$ cat src/rtl/uart_pkg.sv
// rtl/uart_pkg.sv - shared UART definitions: widths, FSM state encoding, bit-period helper.
package uart_pkg;

  localparam int CNT_W  = 16;
  localparam int DATA_W = 8;

  typedef enum logic [2:0] {
    ST_IDLE   = 3'd0,
    ST_START  = 3'd1,
    ST_DATA   = 3'd2,
    ST_PARITY = 3'd3,
    ST_STOP   = 3'd4
  } uart_state_e;

  function automatic int unsigned cycles_per_bit(input int unsigned clk_freq,
                                                 input int unsigned baud);
    return clk_freq / baud;
  endfunction

endpackage

$ cat src/rtl/uart_baud_gen.sv
// rtl/uart_baud_gen.sv - bit-period counter 0..CYCLES-1 with synchronous clear and terminal-count tick.
module uart_baud_gen
  import uart_pkg::*;
#(
  parameter int unsigned CYCLES = 868
) (
  input  logic clk,
  input  logic rst_n,
  input  logic clear,
  output logic tick
);

  localparam logic [CNT_W-1:0] TERM = CNT_W'(CYCLES - 1);

  logic [CNT_W-1:0] cnt_q;
  logic [CNT_W-1:0] cnt_d;

  always_comb begin
    tick  = (cnt_q == TERM);
    cnt_d = cnt_q + CNT_W'(1);
    if (clear || tick) begin
      cnt_d = '0;
    end
  end

  always_ff @(posedge clk or negedge rst_n) begin
    if (!rst_n) begin
      cnt_q <= '0;
    end else begin
      cnt_q <= cnt_d;
    end
  end

endmodule

$ cat src/rtl/uart_tx_stream.sv
// rtl/uart_tx_stream.sv - streaming 8N1/8N2 UART transmitter with CTS flow control.
// Define UART_TX_PARITY_EN to insert an even-parity bit after the data bits.
module uart_tx_stream
  import uart_pkg::*;
#(
  parameter int unsigned CLK_FREQ  = 100_000_000,
  parameter int unsigned BAUD      = 115200,
  parameter int unsigned STOP_BITS = 1
) (
  input  logic              clk,
  input  logic              rst_n,
  input  logic [DATA_W-1:0] s_data,
  input  logic              s_valid,
  output logic              s_ready,
  input  logic              cts_n,
  output logic              txd,
  output logic              busy,
  output logic              frame_done
);

  localparam int unsigned CPB = cycles_per_bit(CLK_FREQ, BAUD);

  uart_state_e       state_q, state_d;
  logic [2:0]        bit_idx_q, bit_idx_d;
  logic [DATA_W-1:0] shift_q, shift_d;
  logic [DATA_W-1:0] hold_data_q, hold_data_d;
  logic              hold_valid_q, hold_valid_d;
  logic              txd_q, txd_d;
  logic              cts_s1_q, cts_s2_q;
  logic              tick;
  logic              clear;
  logic              consume;
  logic              last_stop;

  // bit_idx doubles as the stop-bit counter while in STOP
  assign last_stop  = (STOP_BITS < 2) || bit_idx_q[0];
  assign s_ready    = !hold_valid_q;
  assign txd        = txd_q;
  assign busy       = (state_q != ST_IDLE);
  assign frame_done = (state_q == ST_STOP) && tick && last_stop;
  assign clear      = (state_q == ST_IDLE) || (state_d != state_q);

  uart_baud_gen #(
    .CYCLES(CPB)
  ) u_baud (
    .clk  (clk),
    .rst_n(rst_n),
    .clear(clear),
    .tick (tick)
  );

  always_comb begin
    state_d      = state_q;
    bit_idx_d    = bit_idx_q;
    shift_d      = shift_q;
    hold_data_d  = hold_data_q;
    hold_valid_d = hold_valid_q;
    consume      = 1'b0;

    if (s_valid && !hold_valid_q) begin
      hold_valid_d = 1'b1;
      hold_data_d  = s_data;
    end

    unique case (state_q)
      ST_IDLE: begin
        if (hold_valid_q && !cts_s2_q) begin
          consume = 1'b1;
          state_d = ST_START;
        end
      end
      ST_START: begin
        if (tick) begin
          state_d   = ST_DATA;
          bit_idx_d = 3'd0;
        end
      end
      ST_DATA: begin
        if (tick) begin
          if (bit_idx_q == 3'd7) begin
`ifdef UART_TX_PARITY_EN
            state_d = ST_PARITY;
`else
            state_d = ST_STOP;
`endif
            bit_idx_d = 3'd0;
          end else begin
            bit_idx_d = bit_idx_q + 3'd1;
          end
        end
      end
      ST_PARITY: begin
        if (tick) begin
          state_d   = ST_STOP;
          bit_idx_d = 3'd0;
        end
      end
      ST_STOP: begin
        if (tick) begin
          bit_idx_d = 3'd0;
          if (!last_stop) begin
            bit_idx_d = bit_idx_q + 3'd1;
          end else if (hold_valid_q && !cts_s2_q) begin
            consume = 1'b1;
            state_d = ST_START;
          end else begin
            state_d = ST_IDLE;
          end
        end
      end
      default: state_d = ST_IDLE;
    endcase

    if (consume) begin
      shift_d      = hold_data_q;
      hold_valid_d = 1'b0;
    end

    // txd is registered from the next-state view so it lines up with state_q
    unique case (state_d)
      ST_START:  txd_d = 1'b0;
      ST_DATA:   txd_d = shift_d[bit_idx_d];
      ST_PARITY: txd_d = ^shift_d;
      default:   txd_d = 1'b1;
    endcase
  end

  always_ff @(posedge clk or negedge rst_n) begin
    if (!rst_n) begin
      state_q      <= ST_IDLE;
      bit_idx_q    <= 3'd0;
      shift_q      <= '0;
      hold_data_q  <= '0;
      hold_valid_q <= 1'b0;
      txd_q        <= 1'b1;
      cts_s1_q     <= 1'b1;
      cts_s2_q     <= 1'b1;
    end else begin
      state_q      <= state_d;
      bit_idx_q    <= bit_idx_d;
      shift_q      <= shift_d;
      hold_data_q  <= hold_data_d;
      hold_valid_q <= hold_valid_d;
      txd_q        <= txd_d;
      cts_s1_q     <= cts_n;
      cts_s2_q     <= cts_s1_q;
    end
  end

endmodule
$ cat config.mk
export PLATFORM = sky130hd
export DESIGN_NAME = uart_tx_stream
export DESIGN_NICKNAME = d
export VERILOG_FILES = /design/src/rtl/uart_pkg.sv /design/src/rtl/uart_baud_gen.sv /design/src/rtl/uart_tx_stream.sv
export SDC_FILE = /design/constraint.sdc
export NUM_CORES = 1
export LEC_CHECK = 0
export CORE_UTILIZATION = 41
export CTS_BUF_LIST = sky130_fd_sc_hd__clkbuf_4
export DETAILED_ROUTE_END_ITERATION = 6
export GPL_TIMING_DRIVEN = 0
export SLEW_MARGIN = 20
export SYNTH_ARGS = -nofsm -noshare
export SYNTH_HDL_FRONTEND = slang
export SYNTH_HIERARCHICAL = 1
export SYNTH_SLANG_ARGS = --single-unit
$ cat constraint.sdc
create_clock -name clk -period 2.51 [get_ports clk]
set_clock_uncertainty 0.1 [all_clocks]
set_input_delay 0.502 -clock clk [delete_from_list [all_inputs] [get_ports clk]]
set_output_delay 0.502 -clock clk [all_outputs]
set_load 0.02 [all_outputs]
==> impl_metrics.py, run 1 <==
metrics = {
    "finish": {
        "nets": 283,
        "drive_gt1_share_pct": 28.6,
        "fin_area_um2": 2910,
        "areaGrowthSynthToFinish_pct": 22.6,
        "diodes": 0,
    },
    "clock_tree": {
        "root_buffer": "clkbuf_4",
        "htreeDepth": 2,
        "cts_sinks": 42,
        "cts_tree": "yes",
        "clkSlewWorstSetupHoldPaths_ns": 0.14,
        "clk_latency_ns": 0.35,
        "cts_made_buffers": 5,
        "clockBufferDepth": 2,
    },
    "yosys": {
        "synth_area_per_cell_um2": 10.3,
        "synth_area_leaders": "dfrtp_1 (41%), xnor2_1 (7.4%), nand2_1 (5.7%)",
        "netlist_instances": 231,
        "synth_top_area_share_pct": 41.1,
        "synth-edff-count": 0,
        "synth_area_um2": 2370,
        "synth.most_common_cell": "dfrtp_1",
        "yosys_warnings": 6,
        "ys_seq_area_share_pct": 44.4,
        "ys.flop_type": "dfrtp_1",
        "syn_nets": 246,
        "synthTopCellsByCount": "dfrtp_1 (39), nand2_1 (36), xnor2_1 (20)",
        "synth_cell_types": 54,
        "synth_async_sr_flop_share_pct": 100,
        "synth_top_area_cell": "dfrtp_1",
        "synth.ff_latch_count": 42,
    },
    "setup_path": {
        "crit_arrival_ns": 2.75,
        "crit_fanout": 7,
        "critical_path_class": "reg -> reg",
        "cp_slowest_cell": "or4_1",
        "crit_chain": "buf_6 > and4_4 > and4_4 > and4bb_4 > nand2_2 > and2_4 > clkinv_1 > a2111oi_0 > or4_1 > a41oi_2",
        "end_kind": "flip-flop",
        "crit_top_cell": "and4_4",
        "max_stage_delay_ns": 0.50,
        "path_delay_family": "simple AND/OR/NAND/NOR gates",
        "crit_buf_inv": 2,
        "start_kind": "flip-flop",
        "cp_data_required_time_ns": 2.70,
    },
    "die": {
        "fp-row-count": 27,
        "coreArea_um2": 5540,
        "start_util_pct": 42.8,
        "die_x_um": 78.1,
        "die_area_um2": 6100,
        "die_height_um": 78.1,
        "io_pins": 16,
    },
    "job": {
        "drv_cap": 0,
    },
    "sta": {
        "whs_ns": 0.268,
        "worst_pin_slew_ns": 0.420,
        "setup_viol": 1,
        "slew_headroom_pct": 72.0,
        "drv_slew": 0,
        "hold_violations": 0,
        "layout_setup_ws_ns": -0.0512,
        "period_share_pct": 102,
        "rsz0062_at_grt": "true",
        "period_needed_ns": 2.56,
        "max_freq_mhz": 390,
    },
    "grt": {
        "grt_pass1_vias": 1751,
        "grt-ovfl-total": 0,
        "antenna_found_initial": 0,
        "grt.total_usage_pct": 18.0,
        "grt_max_degree": 28,
        "grt_pass1_wl_um": 8530,
    },
    "outcome": {
        "status": "finished with violations",
        "violations": "setup timing",
    },
    "placed_design": {
        "hpwl_um": 3370,
        "io_buffers": 15,
        "gp_congestion": 0.787,
        "dp_slack_ns": -0.266,
        "placed_area_um2": 2630,
    },
    "route": {
        "ant_nets": 0,
        "wl_per_cell_um": 14.6,
        "vias": 1782,
        "wirelength_um": 4970,
        "drc": 0,
        "routed_via_density": 5.23,
        "first_pass_iters": 4,
        "drt_iter0_drc": 81,
    },
    "power": {
        "peakVddDrop_uv": 556,
        "powerDensity_nw_per_um2": 657,
        "leakagePower_uw": 0.00120,
        "finalPower_uw": 1910,
    },
    "min_path": {
        "hp-class": "reg -> reg",
    },
}
==> worst reg2reg max path: stages, from the launching register on <==
cell and delay, ns:
dfrtp_1 0.36, buf_6 0.12, and4_4 0.26, and4_4 0.27, and4bb_4 0.30, nand2_2 0.07, and2_4 0.16, clkinv_1 0.07
a2111oi_0 0.05, or4_1 0.50, a41oi_2 0.22
==> cells in the final DEF, fill, tap and decap left out, types with 3 or more instances in the layout <==
cell type,n
nor3_1,3
nand4_1,7
clkdlybuf4s50_1,12
nor4_1,4
nand2_1,35
dfstp_2,3
and3_1,6
nand2_4,3
xor2_1,7
clkbuf_4,7
buf_6,6
nor2_2,3
mux2_2,8
inv_1,4
dfrtp_1,37
nand3_1,6
clkinv_1,3
xnor2_1,20
buf_4,11
o21ai_0,4
nor2_4,8
nor2_1,12
==> sequential cells by signal, indices dropped and copies added (netlist names) <==
register,cells
cts_s2_q,1
bit_idx_q,3
hold_data_q,8
state_q,3
u_baud/cnt_q,16
shift_q,8
cts_s1_q,1
hold_valid_q,1
txd,1
==> cells by family (layout without fill, tap and decap cells) <==
logic type               Yosys count  count (layout)  share of synthesized area (%)
XOR/XNOR                          27              27                           9.96
adder cells (fa/ha/maj)            3               3                           1.58
AO/OA/AOI/OAI                     28              28                           10.1
AND/OR/NAND/NOR                  107             108                           25.5
multiplexers                       8               8                           3.80
flip-flops                        42              42                           44.4
buffers and inverters             16              53                           4.59
==> through the flow <==
step | std cells | utilization (%) | setup TNS, ns
CTS | 341 | 52.0 | -0.0538
global placement | 318 | 47.2 | -12.14
global route | 341 | 52.5 | -0.134
floorplan | 231 | - | 0
finish | 341 | 52.5 | -0.0512
detailed placement | 319 | 47.4 | -0.266
==> layer usage <==
metal  part of all wire (%)  vias up  GRT usage (%)
li1                       -      883              -
met1                     50      840           25.5
met3                    4.5       10           3.95
met5                      0        -              0
met4                    1.8        0           5.74
met2                     44       49           27.4
==> repair_timing <==
item / CTS / global route
hold buffers: 1 / 0
setup buffers: 12 / 0
cloned: 1 / 0
gates resized for setup: 23 / 11
endpoints found under the setup margin: 2 / 2
endpoints found under the hold margin: 14 / 0
pin swaps: 8 / 2
==> power breakdown <==
| part | leakage, µW | total, µW | internal (µW) | switching (µW) |
|---|---|---|---|---|
| Clock | 0.0000433 | 441 | 218 | 222 |
| Sequential | 0.000527 | 906 | 789 | 117 |
| Combinational | 0.000635 | 564 | 313 | 251 |
| Total | 0.00120 | 1910 | 1320 | 590 |
==> final cells by class <==
cell class              count  area, µm²
plain buffers              10       97.6
clock buffers               6       45.0
clock inverters             2       33.8
fillers                   518       2630
inverters                   6       22.5
multi-input cells         174       1300
flip-flops and latches     42       1060
well taps                  72       90.1
repair buffers             29        263
==> worst paths after layout <==
check                           startpoint    endpoint  slack [ns]  cells past startpoint
setup / recovery           u_baud/cnt_q[5]         txd       -0.05                     10
hold / removal                    cts_s1_q    cts_s2_q        0.27                      0
setup reg to reg           u_baud/cnt_q[5]         txd       -0.05                     10
hold reg to reg                   cts_s1_q    cts_s2_q        0.27                      0
max in group asynchronous            rst_n    cts_s2_q        1.25                      3
min in group asynchronous            rst_n  state_q[2]        0.50                      2
Note: power is estimated with default switching activity, not from simulation.
==> run 2, diff against run 1 <==
- GPL_ROUTABILITY_DRIVEN: unset -> 0
==> results of run 2 <==
Same layout as run 1: the final DEF is identical, and so are final timing and power.
==> run 3, diff against run 2 <==
- CORE_MARGIN: unset -> 8
==> run 3 against run 2 <==
Compared with the run above: the flow still finishes with violations (setup timing); via count is 2.1% higher; utilization is 0.99 points higher; clock power is 2% lower; count of clock-buffer cells in the layout stayed put; largest cell class unchanged; largest power group unchanged.
==> impl_metrics.py, run 3 (synthesized netlist as in run 1, its figures left out) <==
metrics = {
    "die": {
        "die_height_um": 92.1,
        "die_x_um": 92.1,
        "die_area_um2": 8480,
        "fp-row-count": 27,
        "start_util_pct": 42.8,
        "coreArea_um2": 5540,
        "io_pins": 16,
    },
    "route": {
        "wl_per_cell_um": 14.6,
        "vias": 1820,
        "wirelength_um": 4990,
        "ant_nets": 0,
        "first_pass_iters": 4,
        "routed_via_density": 5.32,
        "drt_iter0_drc": 114,
        "drc": 0,
    },
    "setup_path": {
        "r2r_setup_slack_ns": -0.12,
        "path_delay_family": "simple AND/OR/NAND/NOR gates",
        "startpoint": "u_baud/cnt_q[5]",
        "regToRegEndpoint": "txd",
        "cp_slowest_cell": "clkbuf_1",
        "timing.rr.start": "u_baud/cnt_q[5]",
        "end_kind": "flip-flop",
        "worstSetupEndpoint": "txd",
        "critical_path_class": "reg -> reg",
        "max_stage_delay_ns": 0.40,
        "crit_fanout": 10,
        "cp_data_required_time_ns": 2.66,
        "crit_buf_inv": 2,
        "crit_arrival_ns": 2.78,
        "crit_top_cell": "and4_4",
        "critical_path_cell_count": 10,
        "reg2reg_depth": 10,
        "start_kind": "flip-flop",
        "crit_chain": "buf_6 > and4_4 > and4_4 > nand2b_4 > nand2_2 > nor3_4 > clkbuf_1 > nand2_1 > a31oi_1 > a41oi_2",
    },
    "clock_tree": {
        "cts_made_buffers": 5,
        "cts_sinks": 42,
        "clockBufferDepth": 2,
        "cts_tree": "yes",
        "clk_latency_ns": 0.34,
        "htreeDepth": 2,
        "root_buffer": "clkbuf_4",
        "clkSlewWorstSetupHoldPaths_ns": 0.12,
    },
    "sta": {
        "layout_setup_ws_ns": -0.117,
        "period_share_pct": 105,
        "setup_viol": 1,
        "period_needed_ns": 2.63,
        "max_freq_mhz": 381,
        "rsz0062_at_grt": "true",
        "drv_slew": 0,
        "slew_headroom_pct": 67.1,
        "worst_pin_slew_ns": 0.494,
        "hold_violations": 0,
    },
    "grt": {
        "grt.total_usage_pct": 12.4,
        "grt_pass1_wl_um": 8600,
        "grt_max_degree": 24,
        "grt-ovfl-total": 0,
        "grt_pass1_vias": 1741,
        "antenna_found_initial": 0,
    },
    "placed_design": {
        "io_buffers": 15,
        "dp_cells": 319,
        "hpwl_um": 3390,
    },
    "power": {
        "leakagePower_uw": 0.00122,
        "finalPower_uw": 1920,
        "powerDensity_nw_per_um2": 648,
        "peakVddDrop_uv": 426,
    },
    "finish": {
        "instances_no_fill": 342,
        "largestRegisters": "u_baud/cnt_q: 16 flops, hold_data_q: 8 flops, shift_q: 8 flops",
        "drive_gt1_share_pct": 30.7,
        "largest_reg_flops": 16,
        "num-fill-cells": 535,
        "utilization_pct": 53.5,
        "diodes": 0,
        "nets": 284,
        "areaGrowthSynthToFinish_pct": 24.9,
        "mostFrequentLayoutCell": "dfrtp_1",
        "top_register": "u_baud/cnt_q",
        "final_cell_mix": "dfrtp_1 (37), nand2_1 (34), xnor2_1 (20)",
    },
    "min_path": {
        "hold_depth": 0,
        "hp-class": "reg -> reg",
    },
    "outcome": {
        "status": "finished with violations",
        "violations": "setup timing",
    },
    "job": {
        "drv_cap": 0,
    },
}
==> run 3: cell type report <==
class	instances	area, µm²	area share (%)
repair buffers	31	289	9.75
plain buffers	9	85.1	2.87
inverters	6	25.0	0.844
clock inverters	2	33.8	1.14
clock buffers	6	45.0	1.52
flip-flops and latches	42	1060	35.7
multi-input cells	174	1340	45.2
well taps	72	90.1	3.04
==> run 3: how the worst min path moves through the flow <==
stage | endpoint | start
floorplan | bit_idx_q[0] | rst_n
global placement | cts_s2_q | cts_s1_q
detailed placement | cts_s2_q | cts_s1_q
CTS | cts_s2_q | cts_s1_q
global route | cts_s2_q | cts_s1_q
finish | cts_s2_q | cts_s1_q
==> run 3: timing repair <==
item / in CTS / in global routing
endpoints found under the setup margin: 2 / 3
pin swaps: 7 / 9
resized for setup: 23 / 18
setup buffers: 10 / 4
gates cloned: 1 / 0
hold buffers: 1 / 0
endpoints found under the hold margin: 5 / 0
==> run 3: stage by stage <==
stage | setup slack [ns] | area, µm² | hold slack [ns] | TNS, ns
2_1_floorplan | 0.00865 | 2370 | 0.106 | 0
3_3_place_gp | -0.319 | 2610 | 0.248 | -12.09
3_5_place_dp | -0.312 | 2640 | 0.248 | -0.343
4_1_cts | -0.0834 | 2880 | 0.266 | -0.0834
5_1_grt | -0.248 | 2970 | 0.273 | -0.248
6_report | -0.117 | 2970 | 0.265 | -0.117
==> run 3: where the power goes <==
part	leakage (µW)	total (µW)	switching, µW	internal [µW]
clock	0.0000433	431	212	218
sequential	0.000526	922	134	788
combinational	0.000650	568	252	316
==> run 3: worst reg2reg max path: stages (launching register included) <==
cell	delay, ns
dfrtp_1	0.36
buf_6	0.12
and4_4	0.26
and4_4	0.30
nand2b_4	0.17
nand2_2	0.08
nor3_4	0.28
clkbuf_1	0.40
nand2_1	0.15
a31oi_1	0.26
a41oi_2	0.07
==> run 3: routing by layer <==
metal  GRT usage (%)  wire [µm]  vias up
li1                -          -      894
met1            17.5       2480      882
met2            17.7       2230       36
met3            3.26        205        8
met4            4.16         74        0
met5               0          0        -
